`src/rtl/updi_double_break_gen.sv`:
```
// -----------------------------------------------------------------------------
// updi_double_break_gen
//
// Drives the UPDI double-break sequence that resets the target's UPDI link
// before programming. It waits for the UART TX path to drain, then takes over
// the line: low (BREAK_CYCLES), high (GAP_CYCLES), low (BREAK_CYCLES) and,
// when UPDI_DB_GUARD_EN is defined, a trailing high guard (GUARD_CYCLES).
//
// Build option:
//   UPDI_DB_GUARD_EN  when defined, compiles in the GUARD state after BREAK2.
//                     When undefined, BREAK2 goes straight to DONE and
//                     GUARD_CYCLES only takes part in sizing the counter.
//
// Ports:
//   clk            clock
//   rst            synchronous, active-high reset
//   start          single-cycle request (double_break_start)
//   busy           high while a sequence is in progress
//   done           sticky completion flag, cleared by the next accepted start
//   uart_tx_idle   high when the UART TX FIFO is empty and the shifter is idle
//   line_override  pad drives line_value instead of the UART TX output
//   line_value     level driven on the UPDI line while overridden (1 otherwise)
//   uart_rx_flush  one-cycle pulse on the first DONE cycle
//   state_dbg      registered FSM state, for observation only
//
// Handshake: start is a request pulse with an implicit ready of !busy. It is
// accepted only in IDLE or DONE (busy=0); a start seen while busy=1 is
// dropped, not queued. rst takes priority over start on the same edge.
// -----------------------------------------------------------------------------
module updi_double_break_gen #(
  parameter int BREAK_CYCLES = 1230000,
  parameter int GAP_CYCLES   = 50000,
  parameter int GUARD_CYCLES = 5000,
  parameter int CNT_BITS     = $clog2(
    (((BREAK_CYCLES > GAP_CYCLES) ? BREAK_CYCLES : GAP_CYCLES) > GUARD_CYCLES ?
     ((BREAK_CYCLES > GAP_CYCLES) ? BREAK_CYCLES : GAP_CYCLES) : GUARD_CYCLES) + 1)
) (
  input  logic       clk,
  input  logic       rst,
  input  logic       start,
  output logic       busy,
  output logic       done,
  input  logic       uart_tx_idle,
  output logic       line_override,
  output logic       line_value,
  output logic       uart_rx_flush,
  output logic [2:0] state_dbg
);

  typedef enum logic [2:0] {
    S_IDLE    = 3'd0,
    S_WAIT_TX = 3'd1,
    S_BREAK1  = 3'd2,
    S_GAP     = 3'd3,
    S_BREAK2  = 3'd4,
`ifdef UPDI_DB_GUARD_EN
    S_GUARD   = 3'd5,
`endif
    S_DONE    = 3'd6
  } state_t;

  // Each phase loads N-1 and leaves when the counter reads 0, so it lasts
  // exactly N cycles.
  localparam logic [CNT_BITS-1:0] BREAK_LOAD = CNT_BITS'(BREAK_CYCLES - 1);
  localparam logic [CNT_BITS-1:0] GAP_LOAD   = CNT_BITS'(GAP_CYCLES - 1);
`ifdef UPDI_DB_GUARD_EN
  localparam logic [CNT_BITS-1:0] GUARD_LOAD = CNT_BITS'(GUARD_CYCLES - 1);
`endif
  localparam logic [CNT_BITS-1:0] CNT_ONE    = CNT_BITS'(1);

  state_t              state;
  state_t              state_next;
  logic [CNT_BITS-1:0] cnt;
  logic [CNT_BITS-1:0] cnt_next;
  logic                cnt_zero;
  logic                flush_q;

  assign cnt_zero = (cnt == '0);

  always_ff @(posedge clk) begin
    if (rst) begin
      state   <= S_IDLE;
      cnt     <= '0;
      flush_q <= 1'b0;
    end else begin
      state   <= state_next;
      cnt     <= cnt_next;
      // Flush fires only on the transition into DONE, not while parked there.
      flush_q <= (state_next == S_DONE) && (state != S_DONE);
    end
  end

  always_comb begin
    state_next = state;
    cnt_next   = cnt;
    unique case (state)
      S_IDLE, S_DONE: begin
        if (start) begin
          state_next = S_WAIT_TX;
        end
      end
      S_WAIT_TX: begin
        if (uart_tx_idle) begin
          state_next = S_BREAK1;
          cnt_next   = BREAK_LOAD;
        end
      end
      S_BREAK1: begin
        if (cnt_zero) begin
          state_next = S_GAP;
          cnt_next   = GAP_LOAD;
        end else begin
          cnt_next = cnt - CNT_ONE;
        end
      end
      S_GAP: begin
        if (cnt_zero) begin
          state_next = S_BREAK2;
          cnt_next   = BREAK_LOAD;
        end else begin
          cnt_next = cnt - CNT_ONE;
        end
      end
      S_BREAK2: begin
        if (cnt_zero) begin
`ifdef UPDI_DB_GUARD_EN
          state_next = S_GUARD;
          cnt_next   = GUARD_LOAD;
`else
          state_next = S_DONE;
`endif
        end else begin
          cnt_next = cnt - CNT_ONE;
        end
      end
`ifdef UPDI_DB_GUARD_EN
      S_GUARD: begin
        if (cnt_zero) begin
          state_next = S_DONE;
        end else begin
          cnt_next = cnt - CNT_ONE;
        end
      end
`endif
      default: begin
        state_next = S_IDLE;
        cnt_next   = '0;
      end
    endcase
  end

  // Moore decode of the registered state.
  always_comb begin
    busy          = 1'b1;
    done          = 1'b0;
    line_override = 1'b0;
    line_value    = 1'b1;
    unique case (state)
      S_IDLE: begin
        busy = 1'b0;
      end
      S_DONE: begin
        busy = 1'b0;
        done = 1'b1;
      end
      S_WAIT_TX: begin
        line_override = 1'b0;
      end
      S_BREAK1, S_BREAK2: begin
        line_override = 1'b1;
        line_value    = 1'b0;
      end
      S_GAP: begin
        line_override = 1'b1;
      end
`ifdef UPDI_DB_GUARD_EN
      S_GUARD: begin
        line_override = 1'b1;
      end
`endif
      default: begin
        busy = 1'b0;
      end
    endcase
  end

  assign uart_rx_flush = flush_q;
  assign state_dbg     = state;

endmodule

```
`config.mk`:
```
export PLATFORM = sky130hd
export DESIGN_NAME = updi_double_break_gen
export DESIGN_NICKNAME = d
export VERILOG_FILES = /design/src/rtl/updi_double_break_gen.sv
export SDC_FILE = /design/constraint.sdc
export NUM_CORES = 1
export LEC_CHECK = 0
export CAP_MARGIN = 20
export CORE_AREA = 5 5 65 97
export CTS_BUF_LIST = sky130_fd_sc_hd__clkbuf_4
export CTS_CLUSTER_DIAMETER = 30
export DETAILED_ROUTE_END_ITERATION = 8
export DIE_AREA = 0 0 70 102
export MAX_ROUTING_LAYER = met4
export PLACE_DENSITY = 0.5
export SYNTH_ARGS = -nofsm -noshare
export SYNTH_HDL_FRONTEND = slang
export SYNTH_SLANG_ARGS = --single-unit
```
`constraint.sdc`:
```
create_clock -name clk -period 5.8 [get_ports clk]
set_input_delay 1.16 -clock clk [delete_from_list [all_inputs] [get_ports clk]]
set_output_delay 1.16 -clock clk [all_outputs]
set_load 0.05 [all_outputs]
```
---- Word-level counts from Yosys, hierarchy flattened ----
Cells that the tools add are included.
storage, ports and cells
  bits of input ports ..................... 4
  output and inout port bits .............. 8
  word-level logic and storage cells ...... 37
  bits in registers ....................... 25
operators by class
  equality and inequality tests ........... 9
  multiplexer cells ....................... 15
  reduce and logical (&&, ||, !) cells .... 8
  add/sub/neg operators ................... 1
  bitwise logic cells ..................... 1
operator list
  operator                                            number
  case mux 21 bit (5 select lines)                    1
  2-to-1 mux 21 bit                                   4
  zero test 21 bit                                    1
  subtractor 21 x 1 -> 21 bit, second input constant  1
  2-to-1 mux 3 bit                                    5
  case mux 3 bit (5 select lines)                     1
  == test 3 bit, second input constant                3
  == test 3 x 2 -> 1 bit, second input constant       2
  2-to-1 mux 1 bit                                    4
  != test 2 bit, second input constant                2
  OR reduction 2 bit                                  2
  OR reduction 4 bit                                  1
  == test 3 x 1 -> 1 bit, second input constant       1
  zero test 3 bit                                     1
  != test 3 bit, second input constant                1
  AND reduction 3 bit                                 1
  OR reduction 3 bit                                  1
  logical AND 1 bit                                   1
  NOT 1 bit                                           1

---- Depth between registers and ports, before layout ----
Gate-level depths: netlist (run 1).
  depth in word-level cells ............... 5
  gate-level depth with buffers ........... 9
  mapped depth without buffers ............ 7

---- Worst setup path before layout (run 1) ----
OpenSTA, ideal clock, no wires.
  path kind ............................... register to output
  from .................................... register state[0] (netlist: state_dbg[0])
  to ...................................... output busy
  slack ................................... 2822 ps
  required time ........................... 4640 ps
  path buffers ............................ 1
  stages on the path, launching flop included .. 4
  arrival ................................. 1818 ps
  cells stage by stage .................... dfxtp_1 buf_2 nor2_1 xnor2_1
on the way
  longest elaborated chain between the ends .. 3
  elaborated cells on any way between the ends .. 6
  classes of those cells .................. eq/ne: 4; mux: 1; reduce/logical: 1
ends and longest elaborated chain
  element                                               RTL line  source
  start, declared                                       71        state_t state;
  start signal, assigned                                86        state <= state_next;
  == test 3 x 2 -> 1 bit, or another cell as far along  158       unique case (state)
  OR reduction 4 bit (no source line) *                 --
  2-to-1 mux 1 bit *                                    158
  end, declared                                         41        output logic busy,
Every way passes the cells marked *; elsewhere a longest branch is shown, timed or not.

---- Worst setup path after layout (run 1) ----
  from .................................... register state[2] (netlist: state_dbg[2])
  to ...................................... output line_override
on the way
  longest elaborated chain between the ends .. 3
  elaborated cells on any way between the ends .. 5
  classes of those cells .................. eq/ne: 3; mux: 1; reduce/logical: 1
ends and longest elaborated chain
  element                                                         RTL line  source
  == test 3 x 2 -> 1 bit / == test 3 bit (equally long branches)  158
  OR reduction 3 bit (no source line) *                           --
  2-to-1 mux 1 bit *                                              158
  end, declared                                                   44        output logic line_override,
Marks and branches as above.

==> results of run 1 <==
stage by stage:
stage	cells	util (%)	instance area, um^2	hold WS, ns	setup WS [ns]
after global placement	297	36.2	1940	0.474	2.43
after CTS	301	36.8	1970	0.498	1.98
final	301	36.8	1970	0.495	1.96
after detailed placement	297	36.2	1940	0.479	2.38
after global routing	301	36.8	1970	0.530	1.76
after floorplan	229	-	1820	0.448	2.82
final cells by class:
type / count / area share (%)
repair buffers: 11 / 5.58
inverters: 7 / 1.33
clock buffers: 4 / 1.52
flip-flops and latches: 25 / 25.4
multi-input cells: 184 / 61.8
well taps: 70 / 4.44
cell families (layout without fill, tap and decap cells):
| family | count (synthesis) | after routing | share of synthesized area [%] |
|---|---|---|---|
| flops | 25 | 25 | 27.5 |
| xor+xnor | 1 | 1 | 0.481 |
| buf+inv | 20 | 22 | 5.57 |
| compound gates | 85 | 85 | 33.5 |
| simple gates | 96 | 96 | 31.5 |
| fa+ha+maj | 2 | 2 | 1.37 |
flip-flops by register name, summed over array words and instances, names as in the netlist:
signal / count
uart_rx_flush: 1
cnt: 21
state_dbg: 3
report_power, final:
group          switching (mW)  internal [mW]  total, mW  leakage, nW
clock network          0.0545         0.0317     0.0862       0.0184
registers              0.0392          0.198      0.237        0.203
logic                   0.325          0.151      0.476        0.471
tightest hold or removal path, delay by kind of cell (launching register included):
family / cells / cell delay (ns)
buf+inv: 1 / 0.06
flops: 1 / 0.34
compound gates: 1 / 0.07
final timing paths:
| kind | from | to | slack [ns] |
|---|---|---|---|
| worst max register to register | cnt[7] | cnt[6] | 2.95 |
| worst min-delay path | cnt[20] | cnt[20] | 0.49 |
| worst max-delay path | state_dbg[2] | line_override | 1.96 |
| worst min register to register | cnt[20] | cnt[20] | 0.49 |
synth_stat cells (3+ instances only):
cell / count / area, um^2
inv_1: 7 / 26.3
o31ai_1: 9 / 67.6
nand2_1: 15 / 56.3
nor2b_1: 4 / 25.0
buf_2: 3 / 15.0
a31oi_1: 3 / 18.8
nor3b_1: 4 / 30.0
nand3b_1: 3 / 22.5
or4_1: 7 / 52.6
a211oi_1: 6 / 45.0
and3_1: 3 / 18.8
a221o_1: 3 / 30.0
nand4_1: 5 / 31.3
o21ai_0: 14 / 70.1
nor3_1: 6 / 30.0
a21oi_1: 17 / 85.1
o211ai_1: 5 / 37.5
or2_2: 3 / 18.8
dfxtp_1: 25 / 500
nand3_1: 3 / 15.0
nor2_1: 16 / 60.1
nand2b_1: 6 / 37.5
or3_1: 6 / 37.5
a22o_1: 3 / 26.3
clkbuf_1: 6 / 22.5
routing by layer:
layer  global-route usage, %  part of all wire, %
met5                       -                    0
met3                    1.67                  2.9
met1                    17.9                   44
met4                    8.26                  3.1
met2                    29.0                   50
==> flow_summary_export.csv, run 1 <==
group,metric,value,unit
status,status,"completed",
synthesis,ys_types,61,
cells_and_area,area_delta_synth_final,8.38,%
synthesis,syn_area_per_cell,7.95,um^2
route,wl,5480,um
synthesis,synthArstFlopShare,0,%
die,row_count,33,
critical_path,cp_slowest_cell,"clkdlybuf4s50_1",
sta,fmax,260,MHz
critical_path,reg2regPathDepth,5,
place,hpwl,4110,um
synthesis,synthCells,229,
place,port_buffers,11,
cells_and_area,multiInputGateArea,0.00122,mm^2
critical_path,worstSetupPathDepth,4,
sta,period_share,66.3,%
synthesis,synth-edff-count,0,
cells_and_area,final_cell_mix,"dfxtp_1 (25), a21oi_1 (17), nor2_1 (16)",
sta,relSlewSlack,48.8,%
clock_tree,numCtsBuffers,3,
clock_tree,holdBufCountCts,0,
clock_tree,cts_setup_buffers,0,
critical_path,worstSetupPathType,"flip-flop to output pin",
die,core-area,0.00537,mm^2
clock_tree,cts_tree,"done",
min_path,holdPathStages,2,
sta,rsz0062_at_grt,"no",
sta,maxSlewViolCount,0,
sta,finClkSkew,0.00296,ns
synthesis,synth_nets,235,
pwr,p_total,0.800,mW
sta,hold_viol,0,
global_route,grt_max_degree,23,
clock_tree,cts-root-buf,"clkbuf_4",
route,drtAntennaViolNets,0,
route,drc,0,
job,cap_violations,0,
pwr,p_per_area,405,mW/mm^2
critical_path,cp_top_family,"buffers and inverters",
die,pin_count,12,
global_route,grt_pass1_vias,1810,
critical_path,startpoint_type,"flip-flop",
pwr,peakVddDrop,0.110,mV
sta,tightest_slew,0.766,ns
die,die_w,70,um
cells_and_area,fin_nets,238,
die,dieArea,0.00714,mm^2
global_route,grt_use_total,16.2,%
synthesis,ys_warn_count,0,
cells_and_area,fillCellCount,579,
synthesis,synth-seq-cells,25,
global_route,grt_pass1_wl,8960,um
global_route,grt_overflow_total,0,
sta,fin_setup_tns,0,ns
clock_tree,cts.sinks,25,
critical_path,crit_chain,"nor3b_2 > nor2_1 > inv_1 > clkdlybuf4s50_1",
critical_path,crit_required,4.64,ns
route,drt_iter0_markers,121,
clock_tree,insertion_delay,0.33,ns
critical_path,crit_buf_inv,2,
critical_path,crit_arrival,2.68,ns
clock_tree,htree_levels,1,
cells_and_area,drive_above_1_share,9.52,%
route,wl_per_cell,18.2,um
clock_tree,clockBufferDepth,2,
min_path,holdCritPathClass,"flip-flop to flip-flop",
critical_path,cp_slowest_stage_delay,0.83,ns
cells_and_area,antennaDiodeCount,0,
route,vias,1824,
global_route,antenna_found_initial,0,
route,drtPass1Iterations,4,
cells_and_area,seq_area,500,um^2
cells_and_area,mostFrequentLayoutCell,"dfxtp_1",
synthesis,ys_seq_area_share,27.5,%
sta,finalSetupViolations,0,
synthesis,syn_area,0.00182,mm^2
critical_path,crit_path_end_kind,"output pin",
die,die_h,102,um
pwr,power.leakage,0.693,nW
route,vias_per_cell,6.06,
clock_tree,clk_pin_slew,0.14,ns
critical_path,cp_max_fo,17,
place,place_congestion,0.886,
clock_tree,cts_resized,0,
synthesis,ys.flop_type,"dfxtp_1",
die,start_util,33.9,%
sta,post-route-min-period,3.84,ns
(Power assumes the default switching activity.)
==> run 2, diff against run 1 <==
==> constraint.sdc (replaced) <==
create_clock -name clk -period 3.6 [get_ports clk]
set_input_delay 0.72 -clock clk [delete_from_list [all_inputs] [get_ports clk]]
set_output_delay 0.72 -clock clk [all_outputs]
set_load 0.05 [all_outputs]
==> run 2 against run 1 <==
Compared with the run above:
- clock power is 62% higher
- count of clock-buffer cells in the layout stayed put
- global-route usage is 0.10 points higher
- die area stayed put
- non-clock buffer count is 6 higher
- sequential power is 56% higher
- sequential share of layout area is 0.57 points lower
- flip-flop and latch count stayed put
- critical path type unchanged
- critical endpoint unchanged
- largest cell class unchanged
- largest power group unchanged
==> flow_summary_export.csv, run 2 (synthesized netlist as in run 1, its figures left out) <==
group,metric,value,unit
status,status,"completed",
cells_and_area,fin_nets,244,
die,die_w,70,um
route,dr_wl_met2,2810,um
die,core-area,0.00537,mm^2
sta,finalSetupViolations,0,
sta,relSlewSlack,53.2,%
die,row_count,33,
cells_and_area,postLayoutCellArea,0.00202,mm^2
clock_tree,clk_pin_slew,0.14,ns
die,dieArea,0.00714,mm^2
critical_path,cp_max_fo,7,
die,pin_count,12,
pwr,clkPwrFrac,10.6,%
cells_and_area,mostFrequentLayoutCell,"dfxtp_1",
pwr,p_per_area,650,mW/mm^2
min_path,holdCritPathClass,"flip-flop to flip-flop",
critical_path,crit_required,2.88,ns
sta,post-route-min-period,3.17,ns
global_route,grt_use_total,16.4,%
route,drtPass1Iterations,4,
cells_and_area,largest-register,"cnt",
place,postPlaceCellArea,0.00199,mm^2
pwr,peakVddDrop,0.214,mV
sta,fmax,316,MHz
cells_and_area,multiInputGateArea,0.00122,mm^2
die,start_util,33.9,%
place,hpwl,4170,um
critical_path,crit_buf_inv,2,
sta,period_share,87.9,%
route,wl_per_cell,18.1,um
cells_and_area,drive_above_1_share,11.8,%
clock_tree,numCtsBuffers,3,
sta,hold_viol,0,
cells_and_area,fillCellCount,584,
critical_path,worstSetupPathType,"flip-flop to output pin",
global_route,grt_pass1_wl,8960,um
place,dp.cells,303,
cells_and_area,seq_area,500,um^2
critical_path,cp_top_family,"buffers and inverters",
route,drt_iter0_markers,164,
clock_tree,cts_resized,0,
sta,maxSlewViolCount,0,
sta,rsz0062_at_grt,"no",
global_route,grt_overflow_total,0,
route,vias,1860,
route,drc,0,
route,wl,5550,um
route,top_layer,"met4",
critical_path,startpoint_type,"flip-flop",
clock_tree,cts_setup_buffers,0,
route,drtAntennaViolNets,0,
sta,finClkSkew,0.00877,ns
clock_tree,htree_levels,1,
cells_and_area,antennaDiodeCount,0,
critical_path,cp_slowest_stage_delay,0.83,ns
sta,fin_setup_tns,0,ns
pwr,switchingPower,0.678,mW
cells_and_area,area_delta_synth_final,10.9,%
job,cap_violations,0,
clock_tree,insertion_delay,0.33,ns
clock_tree,cts_tree,"done",
global_route,antenna_found_initial,0,
route,route.met3.wl,181,um
pwr,power.leakage,0.723,nW
critical_path,crit_arrival,2.45,ns
clock_tree,cts.sinks,25,
sta,tightest_slew,0.697,ns
global_route,grt_pass1_vias,1769,
clock_tree,holdBufCountCts,0,
pwr,combPwrFrac,61.2,%
critical_path,crit_path_end_kind,"output pin",
pwr,seqPwrFrac,28.2,%
cells_and_area,final_util,37.6,%
pwr,internal_power,0.634,mW
place,port_buffers,11,
global_route,grt_max_degree,23,
pwr,swShare,51.7,%
critical_path,cp_slowest_cell,"clkdlybuf4s50_1",
cells_and_area,final_cell_mix,"dfxtp_1 (25), a21oi_1 (17), nor2_1 (16)",
die,die_h,102,um
clock_tree,cts-root-buf,"clkbuf_4",
cells_and_area,largest_reg_flops,21,
clock_tree,clockBufferDepth,2,
place,place_congestion,0.850,
route,vias_per_cell,6.06,
route,met1_length,2400,um
critical_path,crit_chain,"nor3b_2 > nor2_1 > inv_1 > clkdlybuf4s50_1",
cells_and_area,fin_cells,307,
run 2: changes by cell type in the layout (fill, tap and decap cells not counted), sizes merged:
cell  before  now
buf        0    6
run 2: power groups by stage:
stage	Sequential (mW)	Clock [mW]	Combinational (mW)
floorplan	0.372	0	0.594
finish	0.370	0.140	0.803
global placement	0.376	0	0.795
global route	0.378	0.156	0.869
detailed placement	0.376	0	0.792
CTS	0.369	0.148	0.796
run 2: worst paths after layout:
path | start | to | slack [ns] | cells past startpoint
setup / recovery | state_dbg[2] | line_override | 0.43 | 4
hold / removal | cnt[20] | cnt[20] | 0.50 | 2
hold reg to reg | cnt[20] | cnt[20] | 0.50 | 2
setup reg to reg | cnt[7] | cnt[2] | 1.02 | 5
run 2: area by class of cell:
class | instances | area share (%)
multi-input combinational | 184 | 60.4
inverter | 7 | 1.30
timing repair buffer | 17 | 7.69
clock buffer | 4 | 1.49
sequential | 25 | 24.8
tap | 70 | 4.34
run 2: worst register-to-register path, cell delays in order, from the launching register on:
cell and delay, ns:
dfxtp_1 0.40, nor3_1 0.62, and4_1 0.48, a31o_2 0.49
nor2_1 0.19, a221o_1 0.32
run 2: metrics by stage:
step	power, mW	hold slack [ns]	worst slack, ns
2_1_floorplan	0.966	0.448	0.986
6_report	1.31	0.497	0.434
3_3_place_gp	1.17	0.489	0.863
4_1_cts	1.31	0.499	0.448
5_1_grt	1.40	0.521	0.318
3_5_place_dp	1.17	0.476	0.833
run 2: layer usage:
metal  up-vias  global-route usage [%]
li1        910                       -
met1       891                    18.3
met2        50                    29.7
met3         9                    1.48
met4         0                    6.78
met5         -                       -
==> run 3, diff against run 2 <==
--- a/config.mk
+++ b/config.mk
@@ -12,7 +12,8 @@
 export DETAILED_ROUTE_END_ITERATION = 8
 export DIE_AREA = 0 0 70 102
 export MAX_ROUTING_LAYER = met4
-export PLACE_DENSITY = 0.5
+export PLACE_DENSITY = 0.52
+export RECOVER_POWER = 100
 export SYNTH_ARGS = -nofsm -noshare
 export SYNTH_HDL_FRONTEND = slang
 export SYNTH_SLANG_ARGS = --single-unit
==> constraint.sdc (replaced) <==
create_clock -name clk -period 2.63 [get_ports clk]
set_input_delay 0.526 -clock clk [delete_from_list [all_inputs] [get_ports clk]]
set_output_delay 0.526 -clock clk [all_outputs]
set_load 0.05 [all_outputs]
==> run 3 against run 2 <==
Compared with the run above:
- power is 41% higher
- clock power increased by 32%
- register-to-register slack worse by 0.79 ns
- worst hold slack worse by 0.0015 ns
- largest cell class unchanged
==> flow_summary_export.csv, run 3 (synthesized netlist as in run 1, its figures left out) <==
group,metric,value,unit
clock_tree,cts_tree,"done",
pwr,p_per_area,896,mW/mm^2
die,row_count,33,
critical_path,crit_buf_inv,1,
global_route,grt_pass1_wl,9160,um
pwr,peakVddDrop,0.245,mV
die,die_w,70,um
clock_tree,cts-root-buf,"clkbuf_4",
cells_and_area,mostFrequentLayoutCell,"dfxtp_1",
place,place_congestion,0.865,
pwr,power.leakage,0.772,nW
route,wl_per_cell,17.7,um
pwr,internal_power,0.907,mW
critical_path,reg2regPathDepth,8,
status,status,"completed",
route,drc,0,
critical_path,crit_arrival,1.95,ns
sta,finClkSkew,0.00236,ns
critical_path,timing.rr.start,"cnt[0]",
critical_path,worstSetupPathDepth,1,
critical_path,cp_slowest_stage_delay,0.91,ns
pwr,seqPwrFrac,27.8,%
cells_and_area,drive_above_1_share,15.0,%
place,port_buffers,11,
cells_and_area,fillCellCount,588,
die,die_h,102,um
route,drt_iter0_markers,145,
min_path,holdCritPathClass,"flip-flop to flip-flop",
clock_tree,clockBufferDepth,2,
sta,rsz0062_at_grt,"no",
place,postPlaceCellArea,0.00208,mm^2
global_route,grt_max_degree,19,
clock_tree,insertion_delay,0.33,ns
pwr,p_total,1.86,mW
pwr,swShare,51.1,%
global_route,grt_pass1_vias,1826,
critical_path,cp-startpoint,"state_dbg[1]",
sta,post-route-min-period,2.47,ns
cells_and_area,antennaDiodeCount,0,
critical_path,startpoint_type,"flip-flop",
sta,finalSetupViolations,0,
die,pin_count,12,
sta,fmax,405,MHz
sta,tightest_slew,0.593,ns
critical_path,crit_required,2.10,ns
die,core-area,0.00537,mm^2
clock_tree,cts.sinks,25,
route,drtPass1Iterations,5,
sta,maxSlewViolCount,0,
die,dieArea,0.00714,mm^2
global_route,antenna_found_initial,0,
pwr,switchingPower,0.949,mW
global_route,grt_use_total,16.6,%
sta,hold_viol,0,
clock_tree,clk_pin_slew,0.14,ns
place,post-place-ws,0.137,ns
sta,relSlewSlack,60.6,%
pwr,combPwrFrac,62.3,%
cells_and_area,postLayoutCellArea,0.00207,mm^2
critical_path,worstReg2RegEnd,"cnt[9]",
route,vias,1862,
clock_tree,cts_resized,0,
job,cap_violations,0,
route,vias_per_cell,5.87,
critical_path,cp_max_fo,18,
clock_tree,cts_setup_buffers,0,
critical_path,cp-endpoint,"state_dbg[1]",
critical_path,cp_top_family,"buffers and inverters",
critical_path,r2r_slack,0.23,ns
cells_and_area,largest-register,"cnt",
route,drtAntennaViolNets,0,
clock_tree,holdBufCountCts,0,
critical_path,cp_slowest_cell,"clkdlybuf4s50_1",
clock_tree,htree_levels,1,
sta,hold_slack,0.496,ns
clock_tree,numCtsBuffers,3,
cells_and_area,largest_reg_flops,21,
cells_and_area,seq_area,500,um^2
global_route,grt_overflow_total,0,
sta,fin_setup_tns,0,ns
die,start_util,33.9,%
cells_and_area,multiInputGateArea,0.00121,mm^2
sta,layout_setup_ws,0.159,ns
place,hpwl,4390,um
critical_path,worstSetupPathType,"flip-flop to output pin",
sta,period_share,94.0,%
route,wl,5620,um
cells_and_area,area_delta_synth_final,13.7,%
cells_and_area,fin_nets,254,
cells_and_area,final_cell_mix,"dfxtp_1 (25), nor2_1 (17), a21oi_1 (17)",
pwr,clkPwrFrac,10.0,%
critical_path,crit_path_end_kind,"output pin",
critical_path,crit_chain,"clkdlybuf4s50_1",
## run 3: changes by cell type in the layout (fill, tap and decap cells not counted), sizes merged
cell / previous run / this run
clkinv: 0 / 1
clkbuf: 4 / 7
clkdlybuf4s50: 11 / 4
buf: 6 / 16
dlygate4sd3: 0 / 3
## run 3: final cells by class
type,count,share of cell area (%)
clock inverter,1,0.242
tap,70,4.23
clock buffer,3,1.09
inverter,7,1.27
multi-input combinational,184,58.4
sequential,25,24.2
timing repair buffer,27,10.6
## run 3: power groups by stage
stage | Combinational [mW] | Sequential, mW | Clock (mW)
2_1_floorplan | 0.813 | 0.510 | 0
3_3_place_gp | 1.18 | 0.524 | 0
3_5_place_dp | 1.17 | 0.524 | 0
4_1_cts | 1.17 | 0.515 | 0.191
5_1_grt | 1.26 | 0.526 | 0.209
6_report | 1.16 | 0.515 | 0.185
## run 3: worst min path at each step
stage / to / start / depth (start not counted)
2_1_floorplan: cnt[20] / cnt[20] / 2
3_3_place_gp: cnt[20] / cnt[20] / 2
3_5_place_dp: cnt[20] / cnt[20] / 2
4_1_cts: cnt[20] / cnt[20] / 2
5_1_grt: cnt[19] / cnt[19] / 2
6_report: cnt[20] / cnt[20] / 2
## run 3: layer usage
layer  GRT usage [%]  up-vias  wire [um]
met5               -        -          0
met4            8.26        0        216
met3            1.57       15        254
met2            29.6       53       2910
met1            18.4      859       2230
li1                -      935          -
## run 3: per-stage QoR
stage	utilization, %	std cells
6_report	38.6	317
5_1_grt	38.6	317
4_1_cts	39.2	317
3_5_place_dp	38.7	313
3_3_place_gp	38.7	313
2_1_floorplan	-	229
